## src/rtl/seg7_pkg.sv

```systemverilog
// seg7_pkg: shared 7-segment constants and decoder state type.
// Segment words are {dp,g,f,e,d,c,b,a}, active-low.
package seg7_pkg;

  localparam logic [7:0] SEG_0 = 8'hC0;
  localparam logic [7:0] SEG_1 = 8'hF9;
  localparam logic [7:0] SEG_2 = 8'hA4;
  localparam logic [7:0] SEG_3 = 8'hB0;
  localparam logic [7:0] SEG_4 = 8'h99;
  localparam logic [7:0] SEG_5 = 8'h92;
  localparam logic [7:0] SEG_6 = 8'h82;
  localparam logic [7:0] SEG_7 = 8'hF8;
  localparam logic [7:0] SEG_8 = 8'h80;
  localparam logic [7:0] SEG_9 = 8'h90;

  // dp position within a [0:7] segment word
  localparam int DP_IDX = 0;

  localparam logic [3:0] NIB_BAD = 4'hF;

  typedef enum logic [1:0] {
    IDLE,
    DECODE,
    DONE
  } state_t;

endpackage

```

## src/rtl/seg7_lut.sv

```systemverilog
// seg7_lut: segment pattern (dp masked high) to BCD nibble.
// Unknown patterns give NIB_BAD with valid low.
module seg7_lut
  import seg7_pkg::*;
(
  input  logic [7:0] pat,
  output logic       valid,
  output logic [3:0] nib
);

  // inverse of the BCD-to-segment table
  always_comb begin
    valid = 1'b1;
    nib   = NIB_BAD;
    case (pat)
      SEG_0:   nib = 4'd0;
      SEG_1:   nib = 4'd1;
      SEG_2:   nib = 4'd2;
      SEG_3:   nib = 4'd3;
      SEG_4:   nib = 4'd4;
      SEG_5:   nib = 4'd5;
      SEG_6:   nib = 4'd6;
      SEG_7:   nib = 4'd7;
      SEG_8:   nib = 4'd8;
      SEG_9:   nib = 4'd9;
      default: valid = 1'b0;
    endcase
  end

endmodule

```

## src/rtl/seg7_decoder.sv

```systemverilog
// seg7_decoder: accumulates decoded 7-segment digits into
// DIGITS-wide BCD words with dp flags and error tracking.
module seg7_decoder
  import seg7_pkg::*;
#(
  parameter  int DIGITS = 4,
  localparam int CW     = (DIGITS > 1) ? $clog2(DIGITS) : 1
) (
  input  logic                CLK,
  input  logic                RST_N,
  input  logic                EN,
  input  logic                CLR,
  input  logic [0:7]          SEG_IN,
  input  logic                SEG_VALID,
  output logic                READY,
  output logic [4*DIGITS-1:0] BCD_OUT,
  output logic [DIGITS-1:0]   DP_OUT,
  output logic                WORD_VALID,
  output logic                WORD_ERR,
  output logic                ERR,
  output logic [CW-1:0]       DIGIT_CNT
);

  state_t              state;
  logic [0:7]          seg_q;
  logic [4*DIGITS-1:0] acc;
  logic [DIGITS-1:0]   dp_acc;
  logic                werr;

  logic [7:0]          pat;
  logic                lut_ok;
  logic [3:0]          nib;
  logic                bad;
  logic [4*DIGITS-1:0] acc_n;
  logic [DIGITS-1:0]   dp_n;
  logic                werr_n;
  logic                last;

  assign pat = {1'b1, seg_q[1:7]};

  seg7_lut u_lut (
    .pat   (pat),
    .valid (lut_ok),
    .nib   (nib)
  );

  assign bad   = ~lut_ok;
  assign READY = EN & (state == IDLE);
  assign last  = (DIGIT_CNT == CW'(DIGITS - 1));

  // next accumulator values: newest digit enters at the LSB end
  always_comb begin
    acc_n       = acc << 4;
    acc_n[3:0]  = nib;
    dp_n        = dp_acc << 1;
    dp_n[0]     = ~seg_q[DP_IDX];
    werr_n      = werr | bad;
  end

  // capture / decode / present sequencer with registered outputs
  always_ff @(posedge CLK or negedge RST_N) begin
    if (!RST_N) begin
      state      <= IDLE;
      seg_q      <= '0;
      acc        <= '0;
      dp_acc     <= '0;
      werr       <= 1'b0;
      BCD_OUT    <= '0;
      DP_OUT     <= '0;
      WORD_VALID <= 1'b0;
      WORD_ERR   <= 1'b0;
      ERR        <= 1'b0;
      DIGIT_CNT  <= '0;
    end else if (CLR) begin
      state      <= IDLE;
      acc        <= '0;
      dp_acc     <= '0;
      werr       <= 1'b0;
      BCD_OUT    <= '0;
      DP_OUT     <= '0;
      WORD_VALID <= 1'b0;
      WORD_ERR   <= 1'b0;
      ERR        <= 1'b0;
      DIGIT_CNT  <= '0;
    end else if (EN) begin
      case (state)
        IDLE: begin
          if (SEG_VALID) begin
            seg_q <= SEG_IN;
            state <= DECODE;
          end
        end
        DECODE: begin
          acc    <= acc_n;
          dp_acc <= dp_n;
          werr   <= werr_n;
          ERR    <= ERR | bad;
          if (last) begin
            BCD_OUT    <= acc_n;
            DP_OUT     <= dp_n;
            WORD_ERR   <= werr_n;
            WORD_VALID <= 1'b1;
            DIGIT_CNT  <= '0;
            state      <= DONE;
          end else begin
            DIGIT_CNT <= DIGIT_CNT + CW'(1);
            state     <= IDLE;
          end
        end
        DONE: begin
          WORD_VALID <= 1'b0;
          acc        <= '0;
          dp_acc     <= '0;
          werr       <= 1'b0;
          state      <= IDLE;
        end
        default: state <= IDLE;
      endcase
    end
  end

endmodule

```

## config.mk

```make
export PLATFORM = sky130hd
export DESIGN_NAME = seg7_decoder
export DESIGN_NICKNAME = d
export VERILOG_FILES = /design/src/rtl/seg7_pkg.sv /design/src/rtl/seg7_lut.sv /design/src/rtl/seg7_decoder.sv
export SDC_FILE = /design/constraint.sdc
export NUM_CORES = 1
export LEC_CHECK = 0
export CORE_ASPECT_RATIO = 0.75
export CORE_MARGIN = 2
export CORE_UTILIZATION = 53
export DETAILED_ROUTE_END_ITERATION = 10
export GPL_TIMING_DRIVEN = 0
export PLACE_DENSITY_LB_ADDON = 0.08
export SLEW_MARGIN = 20
export SYNTH_ARGS = -nofsm -noshare
export SYNTH_HDL_FRONTEND = slang
export SYNTH_HIERARCHICAL = 1
export SYNTH_SLANG_ARGS = --single-unit
```

## constraint.sdc

```tcl
create_clock -name CLK -period 2.6 [get_ports CLK]
set_input_delay 0.52 -clock CLK [delete_from_list [all_inputs] [get_ports CLK]]
set_output_delay 0.52 -clock CLK [all_outputs]
set_load 0.02 [all_outputs]
```

==> results.txt <==
Initial antenna violation count: 0
Worst-skew pair later-pin latency: 0.30 ns
Largest net degree at the start of global routing: 52
Io pins: 39
CP max FO: 10
Combinational power share: 10.9%
GRT Util Overall: 23.4%
CTS Hold Buffers Added: 0
Max Slew Vio Count: 0
WP data arrival: 1.85 ns
Via/cell ratio: 5.56
First-pass GRT wire length: 9.20 mm
Mapped Cells: 246
Top cell type by total area after synthesis: dfrtp_1
WS Path Type: primary input to output port
Sequential share of the synthesized area: 53.1%
Status: completed
Total grt overflow: 0
Die H: 62.3 µm
CTS Buf Count: 5
Worst hold margin: 0.227 ns
Crit path cell chain: clkdlybuf4s50_1 > buf_4 > nand2b_1 > nor2_1 > dlygate4sd2_1
Drc violations: 0
Clock Power Share: 34.8%
Nets: 308
Placed wire-length estimate: 3.73 mm
First-pass DRT Iterations: 4
Design area: 0.00298 mm²
Root Driver: clkbuf_8
Placed cell areas: 0.00286 mm²
Slowest stage delay, CP: 0.57 ns
RSZ-0062 raised after global routing: false
Synth top area cells: dfrtp_1 53%, nand2_1 10%, a21oi_1 7.5%, mux2_2 3.7%, a32oi_1 3.3%
Netlist cell types: 41
Final setup viols: 0
CTS Sinks: 51
Reg clk slew, reported paths: 0.09 ns
Final cycle utilization of the critical path: 91.3%
Slack of the critical path: 0.226 ns
Clk_skew: 0.00719 ns
Critical Path End Type: output port
Dpl ws: -0.104 ns
P per Cell Area: 553 mW/mm²
Die area: 0.00510 mm²
Clock tree buffer depth: 2
VDD IR-drop max: 0.000333 V
Final hold violation count: 0
Critical Path RT: 2.08 ns
Avg Cell Area, Syn: 9.77 µm²
Post-Route WL: 5.38 mm
Flop pwr share: 54.4%
Core area: 0.00441 mm²
Ys Warns: 6
Top cell type's share of synthesized area: 53.1%
Highest Clock Rate: 421 MHz
N_diodes: 0
Initial Util: 54.5%
H-tree levels: 2
Switch share: 25.4%
Slew @ Worst Pin: 0.637 ns
Wire per inst: 15.3 µm
Hold Path Class: primary input to async pin
DR vias: 1956
Internal power: 1230 µW
Max-cap check violation count: 0
Gpl congestion: 0.868
Chip width: 81.8 µm
CP max-delay cell: clkdlybuf4s50_1
ANT nets after route: 0
Drt initial violations: 150
Post-Route Setup TNS: 0 ns
Synth Register Bits: 51
Rel. slew slack: 57.5%
Psw: 418 µW
Area growth syn-to-layout: 23.8%
Post-Syn Area: 0.00240 mm²
Via count of the first global-routing pass: 1850
Tmin final: 2.37 ns
P_leak: 0.00122 µW
Rows: 21
CTS tree: yes
Share of layout cells above drive strength 1: 12.2%
Number of buffers added on ports: 37
Crit start category: primary input
logic make-up after synthesis:
kind of cell / count (synthesis) / synth area share, %
AND/OR/NAND/NOR: 102 / 22.3
other: 1 / 0.156
AO/OA/AOI/OAI: 63 / 15.6
flip-flops: 51 / 53.1
adder cells (fa/ha/maj): 1 / 0.520
XOR/XNOR: 1 / 0.364
multiplexers: 8 / 3.75
buffers and inverters: 19 / 4.22
placed cells by master, fill, tap and decap left out, types with 5 or more instances in the layout:
cell type / count
nand2_1: 65
dfrtp_1: 51
a21oi_1: 36
clkdlybuf4s50_1: 35
a32oi_1: 9
mux2_2: 8
o21ai_0: 7
nand3_1: 7
buf_4: 6
a31oi_1: 6
clkbuf_8: 6
buf_2: 5
clkbuf_1: 5
conb_1: 5
cell usage after synthesis:
cell,n
a211o_1,1
a21bo_2,1
a21o_1,1
a21oi_1,36
a31oi_1,6
a32oi_1,9
and2_1,1
and2b_1,1
and3b_2,1
and4_1,1
and4b_1,2
and4b_4,2
buf_2,6
buf_4,4
buf_6,1
clkbuf_1,5
conb_1,1
dfrtp_1,51
ha_1,1
inv_1,3
mux2_2,8
nand2_1,65
nand2b_1,3
nand3_1,7
nand4_1,1
nand4b_2,1
nand4b_4,1
nor2_1,3
nor2_4,1
nor3_1,2
nor3b_1,2
nor4b_1,2
nor4b_2,1
o211ai_1,1
o21ai_0,7
o311ai_0,1
or2_1,1
or2b_1,1
or3_1,2
or4_1,1
xor2_1,1
worst paths after layout:
| kind | end | startpoint | slack, ns | cells after the start |
|---|---|---|---|---|
| setup / recovery | READY | EN | 0.23 | 5 |
| hold / removal | BCD_OUT[1] | RST_N | 0.23 | 1 |
| setup reg to reg | acc[3] | seg_q[6] | 0.45 | 6 |
| hold reg to reg | BCD_OUT[1] | BCD_OUT[1] | 0.53 | 2 |
| max in group asynchronous | seg_q[0] | RST_N | 1.94 | 1 |
| min in group CLK | BCD_OUT[1] | BCD_OUT[1] | 0.53 | 2 |
critical path, delay by kind of cell:
family,cells,cell delay (ns)
buf+inv,3,1.14
simple gates,2,0.20
registers in the layout, summed over array words and instances, names as in the netlist, 2 cells and up:
name and count:
acc 12, BCD_OUT 16, seg_q 8, DP_OUT 4
DIGIT_CNT 2, dp_acc 3, state 2
power by group through the flow:
| stage | Sequential, µW | Combinational (µW) | Clock [µW] |
|---|---|---|---|
| final | 894 | 179 | 572 |
| after global routing | 905 | 200 | 610 |
| after CTS | 893 | 180 | 579 |
| after detailed placement | 909 | 179 | 0 |
| after global placement | 907 | 176 | 0 |
| after floorplan | 888 | 115 | 0 |
per-layer routing:
layer	share of wire, %	vias up	global-route usage, %
met5	0	-	0
met4	0.50	0	4.38
met3	5.6	4	4.94
met2	43	55	32.6
met1	51	940	37.9
li1	-	957	-
what timing repair did:
item | CTS | global route
setup endpoints to repair | 1 | 0
resized for setup | 2 | 0
buffers inserted | 0 | 0
layout make-up:
type / count / area (µm²)
tap: 57 / 71.3
fill: 372 / 1440
sequential: 51 / 1280
buffer: 16 / 92.6
inverter: 3 / 11.3
multi-input combinational: 180 / 1040
clock inverter: 2 / 35.0
clock buffer: 6 / 82.6
timing repair buffer: 37 / 367
through the flow:
stage	total power (µW)	cells	util, %
CTS	1650	352	67.4
floorplan	1000	250	-
detailed placement	1090	344	64.7
finish	1650	352	67.4
global placement	1080	344	64.8
global route	1710	352	67.4
Note: power is estimated with default switching activity, not from simulation.
==> patch (same flow settings) <==
Reset style: synchronous (`RST_N`), changed in one clocked block.
--- a/src/rtl/seg7_decoder.sv
+++ b/src/rtl/seg7_decoder.sv
@@ -59,5 +59,5 @@
 
   // capture / decode / present sequencer with registered outputs
-  always_ff @(posedge CLK or negedge RST_N) begin
+  always_ff @(posedge CLK) begin
     if (!RST_N) begin
       state      <= IDLE;
Behaviour: differs if RST_N is asserted again (counterexample within 4 cycles, from zero or initial values and one cycle with RST_N low); with RST_N held inactive, the same outputs for 4 cycles.
==> patch against the original RTL <==
Sequential power down 11%. Global-route usage down 0.56 points. Routed wire length down 7.2%. Synthesized cell count up 9.8%. Power down 15%. Fmax up 4.8%. Hold slack better by 230 ps. Count of clock-buffer cells in the layout up 1. Sequential cell count unchanged. Synthesized area down 5.9%. Cell area down 5.3%. Critical path depth down 1. Clock power down 12%. Worst setup slack better by 110 ps. Largest cell class is now multi-input combinational cells. Largest power group unchanged. Highest routed layer unchanged.
==> patch: results (changes against the original RTL) <==
Clock tree
  – Post-cts resize count: 0 (-2)

GRT
  – GR Layer Usage met3: 7.29% (+2.3 points)
  – Largest net degree at the start of global routing: 16 (-69%)
  – GRT Resource Usage Total: 22.9% (-0.56 points)
  – Global routing met2 resource utilization: 34.7% (+2.1 points)
  – Met1 Resource Use GR: 31.0% (-6.9 points)

Worst hold path
  – Hold Path Class: reg2reg

Routing
  – Average wire per cell in the routed design: 13.3 um (-13%)
  – Drt initial violations: 119 (-21%)
  – DR vias: 2,008 (+2.7%)
  – Via count normalized by instance count: 5.37 (-3.4%)

Cells and area
  – Number of clock buffers in the layout: 7 (+1)
  – Non-clock buffers, area share: 16.8% (+1.4 points)
  – Total number of nets in the final design: 337 (+9.4%)
  – Count of non-CTS inverters in the layout: 4 (+1)
  – Final clock-cell share: 3.68% (-0.27 points)
  – Share of post-route cells with drive strength above 1: 9.40% (-2.8 points)
  – Area of combinational cells with multiple inputs: 1140 um2 (+9.3%)
  – Number of signal-net buffers in the layout: 54 (+1.9%)

Critical path
  – Data arrival, critical path: 1750 ps (-100 ps)
  – Worst Path Max Fanout: 5 (-5)
  – Critical R2R Launch: seg_q[3]
  – End of the worst register-to-register path: WORD_ERR
  – Flop-to-flop setup slack: 670 ps (+220 ps)
  – Max incr delay on CP: 600 ps (+30 ps)

Synthesis
  – Fraction of the yosys area taken by sequential cells: 45.2% (-7.9 points)
  – Adder-cell area share of the yosys netlist: 3.32% (+2.8 points)
  – Mean post-synth cell area: 8.37 um2 (-14%)
  – Post-synth top flop: sky130_fd_sc_hd__dfxtp_1
  – Cell types with the highest counts after synthesis: 78 x sky130_fd_sc_hd__nand2_1, 51 x sky130_fd_sc_hd__dfxtp_1, 40 x sky130_fd_sc_hd__a21oi_1
  – Asr flop ratio synth: 0% (-100 points)
  – Post-synthesis cell type count: 39 (-4.9%)
  – Multiplexer share of the synthesized area: 0.443% (-3.3 points)
  – Compound-gate portion of the synthesized area: 15.1% (-0.46 points)

Pwr
  – Max IR drop VDD: 0.000395 V (+19%)

STA
  – Clock Skews: 6.62 ps (-0.566 ps)

Die
  – Die outline width: 79.4 um (-2.9%)

Run status
  – Outcome: complete, no violations

Place
  – Half-perimeter wire length after placement: 3.63 mm (-2.7%)
-- patch: changes by cell type after synthesis, sizes merged, moves of 9 or more --
| cell | before | now |
|---|---|---|
| a32oi | 9 | 0 |
| nand2 | 65 | 79 |
| dfrtp | 51 | 0 |
| dfxtp | 0 | 51 |
| nand4b | 2 | 16 |
-- patch: worst max-delay path by stage --
stage                     slack, ps  depth (start not counted)      from        to
after floorplan                 960                          6  seg_q[6]  WORD_ERR
after global placement          420                          4        EN     READY
after detailed placement        430                          4        EN     READY
after CTS                       310                          4  state[0]     READY
after global routing            260                          4  state[1]     READY
final                           330                          4  state[0]     READY
-- patch: per-layer routing --
metal	wire length, um	vias to the layer above	share of wire [%]
met3	290	7	5.8
met4	78	0	1.6
li1	-	1016	-
met1	2510	930	50
met5	0	-	0
met2	2110	55	42
-- patch: report_power, final --
group | internal [uW] | switching (uW) | total (uW)
clock network | 242 | 258 | 501
logic | 45.4 | 55.8 | 101
registers | 786 | 8.94 | 795
total | 1070 | 323 | 1400
